$ cat src/rtl/reg_file_sb.sv
// Parametrised integer register file with NUM_RD async read ports, dual write-back,
// pending-write scoreboard and post-reset clear sweep. Optional: REGFILE_BYPASS_EN.
module reg_file_sb #(
    parameter int unsigned DATA_WIDTH = 32,
    parameter int unsigned ADDR_WIDTH = 5,
    parameter int unsigned NUM_RD     = 2,
    parameter int unsigned ZERO_REG   = 1,
    parameter int unsigned DEBUG_REG  = 10
) (
    input  logic                         clk,
    input  logic                         reset,
    output logic                         init_done,
    input  logic [NUM_RD*ADDR_WIDTH-1:0] rd_addr,
    output logic [NUM_RD*DATA_WIDTH-1:0] rd_data,
    output logic [NUM_RD-1:0]            rd_busy,
    input  logic                         issue_en,
    input  logic [ADDR_WIDTH-1:0]        issue_addr,
    input  logic                         wb0_en,
    input  logic [ADDR_WIDTH-1:0]        wb0_addr,
    input  logic [DATA_WIDTH-1:0]        wb0_data,
    input  logic                         wb1_en,
    input  logic [ADDR_WIDTH-1:0]        wb1_addr,
    input  logic [DATA_WIDTH-1:0]        wb1_data,
    output logic [DATA_WIDTH-1:0]        a0
);
    localparam int unsigned           DEPTH    = 1 << ADDR_WIDTH;
    localparam logic [ADDR_WIDTH-1:0] LAST_IDX = ADDR_WIDTH'(DEPTH - 1);
    localparam logic [ADDR_WIDTH-1:0] DBG_IDX  = ADDR_WIDTH'(DEBUG_REG);

    typedef enum logic {ST_INIT, ST_RUN} state_t;

    state_t                r_state;
    logic [ADDR_WIDTH-1:0] r_clr_idx;
    logic                  r_init_done;
    logic [DEPTH-1:0]      r_busy;
    logic [DATA_WIDTH-1:0] r_mem [DEPTH];

    logic w_run;
    logic w_wb0_we;
    logic w_wb1_we;
    logic w_issue_we;

    function automatic logic is_zero(input logic [ADDR_WIDTH-1:0] a);
        return (ZERO_REG != 0) && (a == '0);
    endfunction

    // Write/issue qualifiers: ignored during the sweep and dropped for a hardwired x0.
    assign w_run      = (r_state == ST_RUN);
    assign w_wb0_we   = w_run && wb0_en && !is_zero(wb0_addr);
    assign w_wb1_we   = w_run && wb1_en && !is_zero(wb1_addr);
    assign w_issue_we = w_run && issue_en && !is_zero(issue_addr);

    always_ff @(posedge clk or posedge reset) begin
        if (reset) begin
            r_state     <= ST_INIT;
            r_clr_idx   <= '0;
            r_init_done <= 1'b0;
            r_busy      <= '0;
        end else begin
            case (r_state)
                ST_INIT: begin
                    r_clr_idx <= r_clr_idx + ADDR_WIDTH'(1);
                    if (r_clr_idx == LAST_IDX) begin
                        r_state     <= ST_RUN;
                        r_init_done <= 1'b1;
                    end
                end
                ST_RUN: begin
                    // A same-cycle issue means a newer producer is outstanding, so set wins.
                    for (int unsigned i = 0; i < DEPTH; i++) begin
                        if (w_issue_we && (issue_addr == ADDR_WIDTH'(i))) begin
                            r_busy[i] <= 1'b1;
                        end else if ((w_wb0_we && (wb0_addr == ADDR_WIDTH'(i))) ||
                                     (w_wb1_we && (wb1_addr == ADDR_WIDTH'(i)))) begin
                            r_busy[i] <= 1'b0;
                        end
                    end
                end
            endcase
        end
    end

    // Storage has no reset; the sweep clears it. wb1 is written last so it wins a collision.
    always_ff @(posedge clk) begin
        if (!w_run) begin
            r_mem[r_clr_idx] <= '0;
        end else begin
            if (w_wb0_we) r_mem[wb0_addr] <= wb0_data;
            if (w_wb1_we) r_mem[wb1_addr] <= wb1_data;
        end
    end

    assign init_done = r_init_done;
    assign a0        = r_mem[DBG_IDX];

    for (genvar g = 0; g < NUM_RD; g++) begin : g_rd
        logic [ADDR_WIDTH-1:0] w_addr;
        logic [DATA_WIDTH-1:0] w_stored;
        logic                  w_force0;

        assign w_addr   = rd_addr[g*ADDR_WIDTH +: ADDR_WIDTH];
        assign w_stored = r_mem[w_addr];
        assign w_force0 = !w_run || is_zero(w_addr);
`ifdef REGFILE_BYPASS_EN
        logic w_hit0;
        logic w_hit1;

        assign w_hit0 = w_wb0_we && (wb0_addr == w_addr);
        assign w_hit1 = w_wb1_we && (wb1_addr == w_addr);
        assign rd_data[g*DATA_WIDTH +: DATA_WIDTH] = w_force0 ? '0 :
                                                     w_hit1   ? wb1_data :
                                                     w_hit0   ? wb0_data : w_stored;
        assign rd_busy[g] = w_run && r_busy[w_addr] && !(w_hit0 || w_hit1);
`else
        assign rd_data[g*DATA_WIDTH +: DATA_WIDTH] = w_force0 ? '0 : w_stored;
        assign rd_busy[g] = w_run && r_busy[w_addr];
`endif
    end

endmodule

$ cat config.mk
export PLATFORM = sky130hd
export DESIGN_NAME = reg_file_sb
export DESIGN_NICKNAME = d
export VERILOG_FILES = /design/src/rtl/reg_file_sb.sv
export SDC_FILE = /design/constraint.sdc
export NUM_CORES = 2
export LEC_CHECK = 0
export CORE_MARGIN = 2
export CORE_UTILIZATION = 54
export CTS_CLUSTER_DIAMETER = 120
export DETAILED_ROUTE_END_ITERATION = 8
export PLACE_DENSITY = 0.69
export REMOVE_ABC_BUFFERS = 1
export SKIP_CTS_REPAIR_TIMING = 1
export SLEW_MARGIN = 15
export SYNTH_ARGS = -nofsm -noshare
export SYNTH_HDL_FRONTEND = slang
export SYNTH_SLANG_ARGS = --single-unit
$ cat constraint.sdc
create_clock -name clk -period 4.79 [get_ports clk]
set_input_delay 0.958 -clock clk [delete_from_list [all_inputs] [get_ports clk]]
set_output_delay 0.958 -clock clk [all_outputs]
set_load 0.02 [all_outputs]
# After elaboration in Yosys (flattened, before gate mapping)
# Memories as Yosys holds them, arrays and structs flattened.
# Cells that the tools add are included.
[word_totals] word_cells=429 n_memories=1 rom_bits=0 register_bits=39 latch_bits=0 ram_bits=1024 inputBits=94 out_inout_bits=99
[classes] n_mux=82 n_eq_ne=94 n_shift=0 reduce_logical=213 n_bitwise=1 magnitude_cmp=2 multipliers=0 div=0 add_sub_neg=1
[mem_list] name="r_mem" depth=32 word_bits=32 rd=3 rd_clocked_by_memory_dff=0 wr=2 line_no="36" rtl="logic [DATA_WIDTH-1:0] r_mem [DEPTH];"
[ops] operator="$eq A5 B5 Y1 const B" count=49
[ops] operator="$eq A5 B4 Y1 const B" count=24
[ops] operator="$logic_and A1 B1 Y1" count=104
[ops] operator="$mux W32" count=3
[ops] operator="$mux W1" count=76
[ops] operator="$reduce_and A2 Y1" count=33
[ops] operator="$reduce_bool A2 Y1" count=32
[ops] operator="$eq A5 B3 Y1 const B" count=12
[ops] operator="$logic_or A1 B1 Y1" count=34
[ops] operator="$reduce_or A32 Y1" count=1
[ops] operator="$eq A5 B2 Y1 const B" count=6
[ops] operator="$logic_not A5 Y1" count=5
[ops] operator="$eq A5 B1 Y1 const B" count=3
[ops] operator="$lt A5 B6 Y1 const B" count=2
[ops] operator="$bmux W1 S5" count=2
[ops] operator="$add A5 B1 Y5 const B" count=1
[ops] operator="$mux W5" count=1
[ops] operator="$logic_not A1 Y1" count=4
[ops] operator="$not A1 Y1" count=1

# Logic depth before layout (Yosys ltp)
[logic_depth] depth_word=8 mapped_depth=9 mapped_depth_nobuf=5

# Least setup slack after synthesis
# Ideal clock, no wire load.
[synth_path] path_type="in2reg" from="input port wb0_addr[1]" to="memory r_mem[11][0] (enable)" required_time_ns=4.357 arrival_time_ns=3.852 stages=7 path_slack_ns=0.505 setup_ns=0.433 path_buffers=2 cell_sequence="buf_2 nor3_2 a21oi_2 buf_2 o32a_1 or2_2 o22ai_1"
[synth_lines] element="start: declaration" line_no="19" rtl="input logic [ADDR_WIDTH-1:0] wb0_addr,"
[synth_lines] element="end: declaration" line_no="36"

# Final worst setup path
[layout_path] from="input port rd_addr[4]" to="output port rd_data[28]"
[layout_between] elab_chain_cells=3 word_cells_on_any_way=4 classes_between="mux: 1; reduce/logical: 2; memory: 1"
[layout_lines] element="start: declaration" line_no="13" rtl="input logic [NUM_RD*ADDR_WIDTH-1:0] rd_addr,"
[layout_lines] element="branches (longest 2 deep; another with $mem_v2 Z32 W32)"
[layout_lines] element="$mux W32 *" line_no="115" rtl="assign rd_data[g*DATA_WIDTH +: DATA_WIDTH] = w_force0 ? '0 : w_stored;"
[layout_lines] element="end: declaration" line_no="14" rtl="output logic [NUM_RD*DATA_WIDTH-1:0] rd_data,"
# Mark *: on every way between the ends.

==> impl_metrics.json <==
{
  "initial_core_util": 0.545,
  "grt-ovfl-total": 0,
  "synth_edf_count": 1024,
  "grt_pass1_wl_mm": 320,
  "vias": 49600,
  "cp-start-kind": "primary input",
  "cts_buffers": 111,
  "arrival_ps": 3790,
  "grt_pass1_vias": 46500,
  "dieArea_mm2": 0.116,
  "slew_headroom": 0.165,
  "period_share": 0.991,
  "status": "completed",
  "grtUsageTotal": 0.381,
  "antenna_found_initial": 7,
  "hp-class": "flip-flop to flip-flop",
  "layout.nets": 5602,
  "viasPerCell": 6.99,
  "place_inst": 6893,
  "hpwl_mm": 142,
  "hold-worst-slack_ps": 394,
  "drtAntennaViolNets": 0,
  "setup_viol": 0,
  "cts_root_buffer": "clkbuf_16",
  "total_power_mw": 21.8,
  "instances_no_fill": 7103,
  "critPathKind": "primary input to output port",
  "insertion_delay_ps": 720,
  "period_needed_ps": 4750,
  "fin_skew_ps": 25.7,
  "hold_violations": 0,
  "worstMarginPinSlew_ps": 1250,
  "drv_slew": 0,
  "synth_area_per_cell_um2": 11.1,
  "synth_flop_cell": "edfxtp_1",
  "first_iter_violations": 8086,
  "synth_warnings": 0,
  "path_clk_slew_ps": 60,
  "cp-end-kind": "output port",
  "firstDrtPassIters": 9,
  "wl_mm": 225,
  "crit_fanout": 9,
  "cts_tree": "done",
  "drc": 0,
  "ys_ff_latch": 1063,
  "syn_inst": 5531,
  "irDropWorstVdd_v": 0.000338,
  "fin_util": 0.618,
  "clock_sinks": 1063,
  "drive_above_1_share": 0.161,
  "syn2layout_area_growth_pct": 13.5,
  "gp_congestion": 0.927,
  "pwr_density_cell_mw_per_mm2": 313,
  "grt_setup_unrepaired": "no",
  "io-pin-count": 193,
  "max_freq_mhz": 211,
  "fp.dieW_um": 341,
  "p_leak_nw": 24.9,
  "clk_path_buf_depth": 3,
  "cp.required_ps": 3830,
  "seq_area_frac_synth": 0.517,
  "grt_start_max_net_pins": 66,
  "wl_per_cell_um": 31.7,
  "synthArstFlopShare": 0.0367,
  "die_h_um": 341,
  "h-tree-depth": 3,
  "coreArea_mm2": 0.113,
  "dp_slack_ps": 140,
  "synth_area_mm2": 0.0613,
  "max_cap_violations": 0,
  "fin_ws_ps": 40.9,
  "fillers": 8786,
  "yosysUniqueCellTypes": 58,
  "num_rows": 123,
  "io_buffers": 192
}
-- synthesized netlist by cell type, types with 5 or more instances --
cell type  count  area (µm²)
a21o_1        25         188
a21oi_1       95         475
a221o_1       16         160
a221oi_1      61         534
a22o_1        48         420
a22oi_1      140        1050
a31oi_1       54         338
a32o_1         5        50.1
and2_1        29         181
and3_1         7        43.8
buf_1          8        30.0
buf_2        220        1100
buf_4         45         338
buf_6          6        67.6
clkbuf_1     380        1430
dfrtp_1       39         976
edfxtp_1    1024       30700
inv_1         41         154
mux2_2        16         180
mux2i_1      547        5480
mux4_2       275        6190
nand2_1     1091        4100
nand2b_1      10        62.6
nand3_1       31         155
nor2_1        59         221
nor2b_1       20         125
nor4_1         5        31.3
o211ai_1      36         270
o21ai_0     1043        5220
o21ai_1       15        75.1
o22ai_1       72         450
or2_2         10        62.6
or4_1          7        52.6
-- per-layer routing --
layer	vias to the layer above	track usage	routed length, µm
met3	775	0.110	34900
met4	6	0.213	13900
li1	20700	-	-
met2	4328	0.557	97300
met1	23800	0.514	79200
met5	-	0	34
-- cell usage in the layout (no fill, tap or decap), types with 27 or more instances in the layout --
cell,Yosys,layout
mux4_2,275,275
o21ai_0,1043,1043
inv_1,41,39
a22oi_1,140,140
clkdlybuf4s50_1,0,160
o22ai_1,72,45
mux2i_1,547,547
nor2_4,0,31
dfrtp_1,39,39
buf_12,0,60
clkbuf_16,0,113
edfxtp_1,1024,1024
o211ai_1,36,36
nor2_1,59,32
a22o_1,48,48
buf_4,45,283
a31oi_1,54,54
o22ai_4,0,27
a221oi_1,61,61
nand3_1,31,31
a21oi_1,95,95
nand2_1,1091,1091
-- worst paths after layout --
path	endpoint	cells past startpoint	slack (ps)	start
max	rd_data[28]	8	40	rd_addr[4]
min	r_busy[0]	0	390	r_busy[0]
max reg2reg	r_mem[12][17]	7	1070	r_state
min reg2reg	r_busy[0]	0	390	r_busy[0]
max in group asynchronous	r_busy[26]	3	3770	reset
min in group asynchronous	r_clr_idx[4]	3	660	reset
-- cell families (layout without fill, tap and decap cells) --
kind of cell,Yosys count,count (layout),share of synthesized area
adders and majority gates,2,2,0.000408
DFF,1063,1063,0.517
and+or+nand+nor,1294,1294,0.0848
other,0,7,0
buffers and inverters,704,769,0.0511
AOI/OAI and AO/OA,1627,1627,0.153
xor gates and xnor gates,3,3,0.000428
muxes,838,838,0.193
-- area by class of cell --
| class | instances | area (µm²) | area share |
|---|---|---|---|
| Antenna cell | 7 | 17.5 | 0.000252 |
| Clock buffer | 140 | 2940 | 0.0422 |
| Clock inverter | 63 | 614 | 0.00882 |
| Inverter | 41 | 154 | 0.00221 |
| Multi-Input combinational cell | 3764 | 27200 | 0.391 |
| Sequential cell | 1063 | 31700 | 0.456 |
| Tap cell | 1500 | 1880 | 0.0270 |
| Timing Repair Buffer | 525 | 5100 | 0.0732 |
-- registers in the layout, summed over array words and instances, names as in the netlist --
register   count
r_mem       1024
r_state        1
r_busy        32
init_done      1
r_clr_idx      5
-- through the flow --
stage,TNS (ps),area [µm²]
floorplan,-435920,58400
CTS,0,69700
global placement,0,66100
finish,0,69600
global route,0,69600
detailed placement,0,66100
-- where the power goes --
| group | internal, mW | total, mW | switching (mW) | leakage, nW |
|---|---|---|---|---|
| Combinational | 1.02 | 2.75 | 1.73 | 12.0 |
| Clock | 4.92 | 8.72 | 3.80 | 1.72 |
| Sequential | 10.3 | 10.3 | 0.0366 | 11.2 |
-- critical path, stage by stage --
cell             delay, ps
clkdlybuf4s50_1        650
nor2b_1                250
and2_2                 440
buf_4                  350
a31oi_1                100
o211ai_1               190
and2_1                 200
clkdlybuf4s50_1        620
(Power assumes the default switching activity.)
